===== config.mk =====
export PLATFORM = sky130hd
export DESIGN_NAME = ins_decode_unit
export DESIGN_NICKNAME = d
export VERILOG_FILES = /design/src/rtl/ins_decode_unit.sv
export SDC_FILE = /design/constraint.sdc
export NUM_CORES = 2
export LEC_CHECK = 0
export BUFFER_PORTS_ARGS = -buffer_cell sky130_fd_sc_hd__buf_2
export CAP_MARGIN = 20
export CELL_PAD_IN_SITES_DETAIL_PLACEMENT = 1
export CELL_PAD_IN_SITES_GLOBAL_PLACEMENT = 2
export CORE_ASPECT_RATIO = 0.6
export CORE_UTILIZATION = 43
export CTS_BUF_LIST = sky130_fd_sc_hd__clkbuf_8
export DETAILED_ROUTE_END_ITERATION = 6
export GPL_TIMING_DRIVEN = 0
export PLACE_DENSITY_LB_ADDON = 0.1
export SLEW_MARGIN = 40
export SYNTH_ARGS = -nofsm -noshare
export SYNTH_HDL_FRONTEND = slang
export SYNTH_SLANG_ARGS = --single-unit
export TNS_END_PERCENT = 30

===== constraint.sdc =====
create_clock -name clock -period 2.46 [get_ports clock]
set_clock_uncertainty 0.15 [all_clocks]
set_input_delay 0.123 -clock clock [delete_from_list [all_inputs] [get_ports clock]]
set_output_delay 0.123 -clock clock [all_outputs]
set_load 0.05 [all_outputs]

===== src/rtl/ins_decode_unit.sv =====
// ins_decode_unit
//   Decode / register-read stage sitting directly behind instruction fetch.
//   Splits the fetched word into fields, classifies the opcode, reads the
//   internal register file (with write-through from the writeback port) and
//   registers the resulting ID/EX bundle for execute. A load in ID/EX whose
//   destination feeds the instruction now in decode raises freeze_out so fetch
//   holds its word for one cycle while a bubble is inserted.
//
// Ports
//   clock, reset      rising-edge clock, asynchronous active-low reset
//   ins_in, npc_in    instruction word and next-PC from fetch
//   valid_in          ins_in/npc_in carry a real instruction
//   flush_in          taken branch: discard the instruction in decode
//   wb_*_in           writeback port into the register file
//   freeze_out        combinational stall request to fetch
//   valid_out ...     registered ID/EX bundle (operands, immediate, fields,
//                     destination, write/load flags)
//   stall_count_out   saturating count of load-use stall cycles
module ins_decode_unit #(
    parameter int unsigned reg_width  = 32,
    parameter int unsigned bus_width  = 32,
    parameter int unsigned reg_count  = 32,
    parameter int unsigned addr_width = 5
) (
    input  logic                  clock,
    input  logic                  reset,
    input  logic [bus_width-1:0]  ins_in,
    input  logic [bus_width-1:0]  npc_in,
    input  logic                  valid_in,
    input  logic                  flush_in,
    input  logic                  wb_enable_in,
    input  logic [addr_width-1:0] wb_addr_in,
    input  logic [reg_width-1:0]  wb_data_in,
    output logic                  freeze_out,
    output logic                  valid_out,
    output logic [bus_width-1:0]  npc_out,
    output logic [reg_width-1:0]  a_out,
    output logic [reg_width-1:0]  b_out,
    output logic [reg_width-1:0]  imm_out,
    output logic [5:0]            opcode_out,
    output logic [5:0]            funct_out,
    output logic [addr_width-1:0] dest_out,
    output logic                  writes_reg_out,
    output logic                  is_load_out,
    output logic [15:0]           stall_count_out
);

    localparam logic [5:0] OpRtype = 6'b000000;
    localparam logic [5:0] OpLoad  = 6'b100011;
    localparam logic [5:0] OpStore = 6'b101011;
    localparam logic [5:0] OpBeq   = 6'b000100;
    localparam logic [5:0] OpAndi  = 6'b001100;
    localparam logic [5:0] OpOri   = 6'b001101;

    // ------------------------------------------------------------------
    // Field extraction
    // ------------------------------------------------------------------
    logic [5:0]            opcode;
    logic [addr_width-1:0] rs;
    logic [addr_width-1:0] rt;
    logic [addr_width-1:0] rd;
    logic [15:0]           imm16;
    logic [5:0]            funct;

    assign opcode = ins_in[31:26];
    assign rs     = ins_in[21 +: addr_width];
    assign rt     = ins_in[16 +: addr_width];
    assign rd     = ins_in[11 +: addr_width];
    assign imm16  = ins_in[15:0];
    assign funct  = ins_in[5:0];

    // ------------------------------------------------------------------
    // Opcode classification
    // ------------------------------------------------------------------
    logic                  dec_reads_rt;
    logic                  dec_writes;
    logic                  dec_is_load;
    logic [addr_width-1:0] dec_dest;
    logic [reg_width-1:0]  dec_imm;

    always_comb begin
        dec_reads_rt = 1'b0;
        dec_writes   = 1'b1;
        dec_is_load  = 1'b0;
        dec_dest     = rt;
        case (opcode)
            OpRtype: begin
                dec_reads_rt = 1'b1;
                dec_dest     = rd;
            end
            OpLoad: begin
                dec_is_load = 1'b1;
            end
            OpStore, OpBeq: begin
                // Non-writers carry a zero destination so nothing downstream
                // can mistake them for a producer.
                dec_reads_rt = 1'b1;
                dec_writes   = 1'b0;
                dec_dest     = '0;
            end
            default: begin
                // I-type ALU: rs source, rt destination.
            end
        endcase
    end

    always_comb begin
        if (opcode == OpAndi || opcode == OpOri) begin
            dec_imm = {{(reg_width-16){1'b0}}, imm16};
        end else begin
            dec_imm = {{(reg_width-16){imm16[15]}}, imm16};
        end
    end

    // ------------------------------------------------------------------
    // Register file with write-through
    // ------------------------------------------------------------------
    logic [reg_width-1:0] rf_q [reg_count];
    logic [reg_width-1:0] rf_d [reg_count];
    logic                 wb_write;

    assign wb_write = wb_enable_in && (wb_addr_in != '0);

    always_comb begin
        rf_d = rf_q;
        if (wb_write) begin
            rf_d[wb_addr_in] = wb_data_in;
        end
    end

    always_ff @(posedge clock or negedge reset) begin
        if (!reset) begin
            for (int i = 0; i < int'(reg_count); i++) begin
                rf_q[i] <= '0;
            end
        end else begin
            rf_q <= rf_d;
        end
    end

    logic [reg_width-1:0] rs_val;
    logic [reg_width-1:0] rt_val;

    // A register being written this cycle is forwarded straight from the
    // writeback port so the captured operand is never one write stale.
    always_comb begin
        if (rs == '0) begin
            rs_val = '0;
        end else if (wb_write && wb_addr_in == rs) begin
            rs_val = wb_data_in;
        end else begin
            rs_val = rf_q[rs];
        end
    end

    always_comb begin
        if (rt == '0) begin
            rt_val = '0;
        end else if (wb_write && wb_addr_in == rt) begin
            rt_val = wb_data_in;
        end else begin
            rt_val = rf_q[rt];
        end
    end

    // ------------------------------------------------------------------
    // ID/EX register
    // ------------------------------------------------------------------
    logic                  valid_q,    valid_d;
    logic [bus_width-1:0]  npc_q,      npc_d;
    logic [reg_width-1:0]  a_q,        a_d;
    logic [reg_width-1:0]  b_q,        b_d;
    logic [reg_width-1:0]  imm_q,      imm_d;
    logic [5:0]            opcode_q,   opcode_d;
    logic [5:0]            funct_q,    funct_d;
    logic [addr_width-1:0] dest_q,     dest_d;
    logic                  writes_q,   writes_d;
    logic                  is_load_q,  is_load_d;
    logic [15:0]           stall_cnt_q, stall_cnt_d;

    // Load-use hazard against the bundle now held in ID/EX. Because the
    // resulting bubble clears valid_q, the stall lasts a single cycle.
    logic hazard_src;

    assign hazard_src = (dest_q == rs) || (dec_reads_rt && (dest_q == rt));
    assign freeze_out = valid_in && !flush_in && valid_q && is_load_q &&
                        (dest_q != '0) && hazard_src;

    always_comb begin
        // Bubble by default: control cleared, data fields hold.
        valid_d     = 1'b0;
        writes_d    = 1'b0;
        is_load_d   = 1'b0;
        npc_d       = npc_q;
        a_d         = a_q;
        b_d         = b_q;
        imm_d       = imm_q;
        opcode_d    = opcode_q;
        funct_d     = funct_q;
        dest_d      = dest_q;
        stall_cnt_d = stall_cnt_q;

        if (flush_in) begin
            // bubble
        end else if (freeze_out) begin
            if (stall_cnt_q != 16'hFFFF) begin
                stall_cnt_d = stall_cnt_q + 16'd1;
            end
        end else if (valid_in) begin
            valid_d   = 1'b1;
            writes_d  = dec_writes;
            is_load_d = dec_is_load;
            npc_d     = npc_in;
            a_d       = rs_val;
            b_d       = rt_val;
            imm_d     = dec_imm;
            opcode_d  = opcode;
            funct_d   = funct;
            dest_d    = dec_dest;
        end
    end

    always_ff @(posedge clock or negedge reset) begin
        if (!reset) begin
            valid_q     <= 1'b0;
            npc_q       <= '0;
            a_q         <= '0;
            b_q         <= '0;
            imm_q       <= '0;
            opcode_q    <= '0;
            funct_q     <= '0;
            dest_q      <= '0;
            writes_q    <= 1'b0;
            is_load_q   <= 1'b0;
            stall_cnt_q <= '0;
        end else begin
            valid_q     <= valid_d;
            npc_q       <= npc_d;
            a_q         <= a_d;
            b_q         <= b_d;
            imm_q       <= imm_d;
            opcode_q    <= opcode_d;
            funct_q     <= funct_d;
            dest_q      <= dest_d;
            writes_q    <= writes_d;
            is_load_q   <= is_load_d;
            stall_cnt_q <= stall_cnt_d;
        end
    end

    assign valid_out       = valid_q;
    assign npc_out         = npc_q;
    assign a_out           = a_q;
    assign b_out           = b_q;
    assign imm_out         = imm_q;
    assign opcode_out      = opcode_q;
    assign funct_out       = funct_q;
    assign dest_out        = dest_q;
    assign writes_reg_out  = writes_q;
    assign is_load_out     = is_load_q;
    assign stall_count_out = stall_cnt_q;

endmodule


---- After elaboration in Yosys (flattened, before gate mapping) ----
Cells that the tools add are included.
Widths: inputs -> output; s select.
storage, ports and cells
  bits in latches ......................... 0
  word-level logic and storage cells ...... 112
  memories ................................ 0
  memory bits (read-only) ................. 0
  bits of input ports ..................... 106
  bits in registers ....................... 1188
  output and inout bits ................... 165
  memory bits (writable) .................. 0
operators by class
  reduce and logical (&&, ||, !) cells .... 22
  $add $sub $neg .......................... 1
  equality and inequality tests ........... 10
  divide/modulo/power cells ............... 0
  bitwise gates (word level) .............. 5
  muxes and demuxes ....................... 27
  order comparisons ....................... 4
  shift operators ......................... 0
  multiply operators ...................... 0
operator list
  cell                   count
  $bwmux 1024            1
  $bmux 32 s5            2
  $mux 32                10
  $demux 32 s5           1
  $eq 5x5->1             4
  $ge 6x6->1 const B     3
  $not 5->6              3
  $add 16x1->16 const B  1
  $ne 16x16->1 const B   1
  $eq 6x4->1 const B     2
  $eq 6x6->1 const B     2
  $mux 1                 12
  $logic_and 1x1->1      10
  $logic_not 5->1        2
  $pmux 5 s2             1
  $reduce_bool 5->1      2
  $eq 6x3->1 const B     1
  $logic_not 6->1        1
  $lt 6x1->1 const B     1
  $reduce_and 3->1       2
  $reduce_or 3->1        1
  $logic_or 1x1->1       2
  $not 1->1              2
  $reduce_or 2->1        1
  $logic_not 1->1        1

---- Depth between registers and ports, before layout ----
  depth after elaboration ................. 8
  depth in mapped cells ................... 10
  depth with buffers taken out ............ 7

---- Least setup slack after synthesis ----
OpenSTA, ideal clock, no wires.
  kind .................................... register -> register
  from .................................... reg dest_q[0] (netlist: dest_out[0])
  to ...................................... reg a_q[10] (netlist: a_out[10])
  data required time ...................... 2.243 ns
  arrival ................................. 2.408 ns
  path slack .............................. -0.166 ns
  period minus slack after synthesis ...... 2.626 ns
  stages on the path, launching flop included .. 9
  setup time .............................. 0.067 ns
  path buffers ............................ 2
  cell sequence ........................... dfrtp_1 -> or4_1 -> o211ai_1 -> or4_1 -> buf_2 -> nand3_1 -> nor2_1 -> clkbuf_1 -> a221o_1
on the way
  longest elaborated chain between the ends .. 6
  elaborated cells on any way between the ends .. 9
  those cells by class .................... eq/ne (2); bitwise (1); reduce/logical (6)
RTL lines
  what                                 line  RTL
  from (decl)                          176   logic [addr_width-1:0] dest_q, dest_d;
  from (signal assigned)               244   dest_q <= dest_d;
  $eq 5x5->1                           185   assign hazard_src = (dest_q == rs) || (dec_reads_rt && (dest_q == rt));
  $logic_and 1x1->1                    185
  $logic_or 1x1->1                     185
  $logic_and 1x1->1 *                  187   (dest_q != '0) && hazard_src;
  $not 1->1 (no source line) *         -
  $reduce_and 3->1 (no source line) *  -
  to (signal assigned)                 227   a_q <= '0;
  to (signal assigned)                 239   a_q <= a_d;
  to (decl)                            171   logic [reg_width-1:0] a_q, a_d;
Mark *: on every way between the ends. The rest lies on a longest branch, timed or not.
A chain may end at the register's enable or synchronous reset.

---- Worst setup path in the final report ----
  from .................................... reg dest_q[3] (netlist: dest_out[3])
  to ...................................... reg b_q[12] (netlist: b_out[12])
on the way
  longest elaborated chain between the ends .. 6
  elaborated cells on any way between the ends .. 9
  those cells by class .................... eq/ne (2); bitwise (1); reduce/logical (6)
RTL lines
  what                                 line  RTL
  $eq 5x5->1                           185
  $logic_and 1x1->1                    185
  $logic_or 1x1->1                     185
  $logic_and 1x1->1 *                  187
  $not 1->1 (no source line) *         -
  $reduce_and 3->1 (no source line) *  -
  to (signal assigned)                 228   b_q <= '0;
  to (signal assigned)                 240   b_q <= b_d;
  to (decl)                            172   logic [reg_width-1:0] b_q, b_d;
Marked as above.

==> reports/qor.csv <==
metric;value;unit
status;finished with violations;
violations;design-rule violations, negative hold slack, negative setup slack;
rr_startpoint;dest_out[3]$_DFFE_PN0P_;
power-per-cell-area;795;nW/um^2
grt_pass1_wl;331000;um
tritoncts.num_buffers;184;
routedWlPerCell;35.9;um
start_util;0.435;
die_h;288;um
drt_first_pass_iters;7;
finalWirelength;237000;um
synth_warnings;0;
final_nets;4757;
cts_sinks;1167;
die_w;478;um
r2r_cells;11;
antenna_found_initial;35;
drt-initial-drc-count;4818;
synth_top_area_cell;dfrtp_1;
setup_viol;444;
gr-total-overflow;0;
rrSetupSlack;-420;ps
period_share;1.17;
max_slew.worst_pin.slew;1000;ps
finalCriticalPeriod;2880;ps
cts_buffer_depth;3;
vias;42338;
mappedNetlistNets;4043;
p_seq_frac;0.453;
core;135000;sq um
ys_async_sr_fraction;1.00;
syn_inst;3936;
h-tree-depth;4;
synthTopCellsByArea;dfrtp_1 (50%), mux4_2 (20%), mux2_2 (19%);
slew_headroom;0.328;
worstSkewPairLatency;920;ps
critPathLaunchType;flop;
hold_slack;-137;ps
r2r-end;b_out[12]$_DFFE_PN0P_;
cap_violations;0;
pwr-share-comb;0.232;
ys.flop_type;dfrtp_1;
finalCoreUtilization;0.525;
ys_seq_elements;1167;
io-pin-count;271;
dp.final_hpwl;163000;um
synth-edff-count;0;
fin_ws;-417;ps
internal_power;38.5;mW
synth_top_area_frac;0.499;
irDropWorstVdd;0.525;mV
hold_class;primary input to async pin;
criticalPathCategory;flop to flop;
synthesis.area;58600;sq um
finalHoldViolations;183;
drv_slew;0;
ant_nets;0;
final_cell_mix;dfrtp_1 (1160), mux2_2 (992), mux4_2 (512);
dieArea;138000;sq um
area_delta_synth_final;20.6;%
synthDistinctLibCells;44;
swShare;0.314;
crit_fanout;10;
syn_avg_cell_area;14.9;sq um
grt_start_max_net_pins;102;
cp.arrival;3510;ps
via_per_inst;6.41;
track_usage;0.343;
fmaxAchievable;0.348;GHz
cp.required;3090;ps
layout-drive-gt1-share;0.514;
power.leakage;31.2;nW
p_switching;17.6;mW
placementRows;104;
preCtsSetupSlack;-1710;ps
rsz0062_at_grt;yes;
p_total;56.1;mW
ys_seq_area_frac;0.499;
cts.clk_slew.worst_paths;70;ps
grt_pass1_vias;42753;
cts_hold_buf;207;
place_congestion;0.913;
tns;-62030;ps
drc;33;
cts_tree;built;
endpoint_kind;flop;
portBuffers;258;
mostFrequentLayoutCell;dfrtp_1;
clkPwrFrac;0.315;
root_buffer;clkbuf_8;
-- critical path, cell delays in order, from the launching register on --
cell	delay [ps]
dfrtp_2	430
buf_4	160
xnor2_1	130
nand2_1	70
or4_4	570
buf_4	170
buf_12	150
nand4_1	180
buf_6	220
buf_12	170
nor2_1	60
a221o_1	260
-- repair_timing --
action	in CTS	in global routing
setup endpoints to repair	134	699
gates resized for setup	111	209
pin swaps	27	77
endpoints found under the hold margin	1511	183
buffers inserted	16	14
cloned	1	15
-- registers in the layout, summed over array words and instances (netlist names) --
signal and flops:
valid_out 1, imm_out 17, b_out 32, dest_out 5
a_out 32, writes_reg_out 1, rf_q 1024, is_load_out 1
stall_count_out 16, opcode_out 6, npc_out 32
-- synthesized netlist by cell type (all sizes together), types with 9 or more instances --
master  count
dfrtp    1167
nor2      104
nand3      13
buf       156
a221o      64
xnor2      22
xor2       12
mux2      992
o22ai     256
mux4      512
nand4       9
nand3b     10
clkbuf    300
nand2     200
or4        69
-- kinds of logic after synthesis --
kind of cell	count (synthesis)	share of synthesized area
multiplexers	1504	0.388
flip-flops	1167	0.499
buffers and inverters	460	0.0322
AND/OR/NAND/NOR	436	0.0356
AO/OA/AOI/OAI	334	0.0405
XOR/XNOR	34	0.00509
adder cells (fa/ha/maj)	1	0.000214
-- how the worst max path moves through the flow --
stage / startpoint / end / slack [ps]
detailed placement: ins_in[23] / a_out[13]$_DFFE_PN0P_ / -1710
floorplan: ins_in[26] / stall_count_out[11]$_DFFE_PN0P_ / -20
global placement: reset / valid_out$_DFF_PN0_ / -27670
finish: dest_out[3]$_DFFE_PN0P_ / b_out[12]$_DFFE_PN0P_ / -420
CTS: dest_out[3]$_DFFE_PN0P_ / freeze_out / -510
global route: dest_out[2]$_DFFE_PN0P_ / freeze_out / -490
-- metal layers --
layer / vias up / global-route usage / share of wire
met2: 2117 / 0.458 / 0.40
met5: - / 0 / 0.00029
met4: 10 / 0.0877 / 0.027
li1: 16649 / - / -
met1: 23180 / 0.524 / 0.45
met3: 382 / 0.121 / 0.11
-- metrics by stage --
| step | cells | cell area, sq um |
|---|---|---|
| after global placement | 5996 | 62100 |
| after floorplan | 3936 | 58600 |
| after detailed placement | 6015 | 62800 |
| after global routing | 6603 | 70600 |
| final | 6608 | 70600 |
| after CTS | 6570 | 69500 |
-- power groups by stage --
stage	clock network (mW)	registers, mW	logic (mW)
4_1_cts	17.9	25.3	12.7
5_1_grt	18.8	25.9	13.7
3_3_place_gp	0	25.4	11.8
6_report	17.7	25.4	13.0
2_1_floorplan	0	25.8	7.72
3_5_place_dp	0	25.6	12.2
-- area by class of cell --
type	instances	area, sq um
clock buffer	237	3260
clock inverter	95	567
tap	1802	2250
timing repair buffer	529	4820
sequential	1167	29200
fill	13035	63900
antenna	10	25.0
buffer	454	2480
inverter	4	27.5
multi-input combinational	2310	28000
Note: power is estimated with default switching activity, not from simulation.
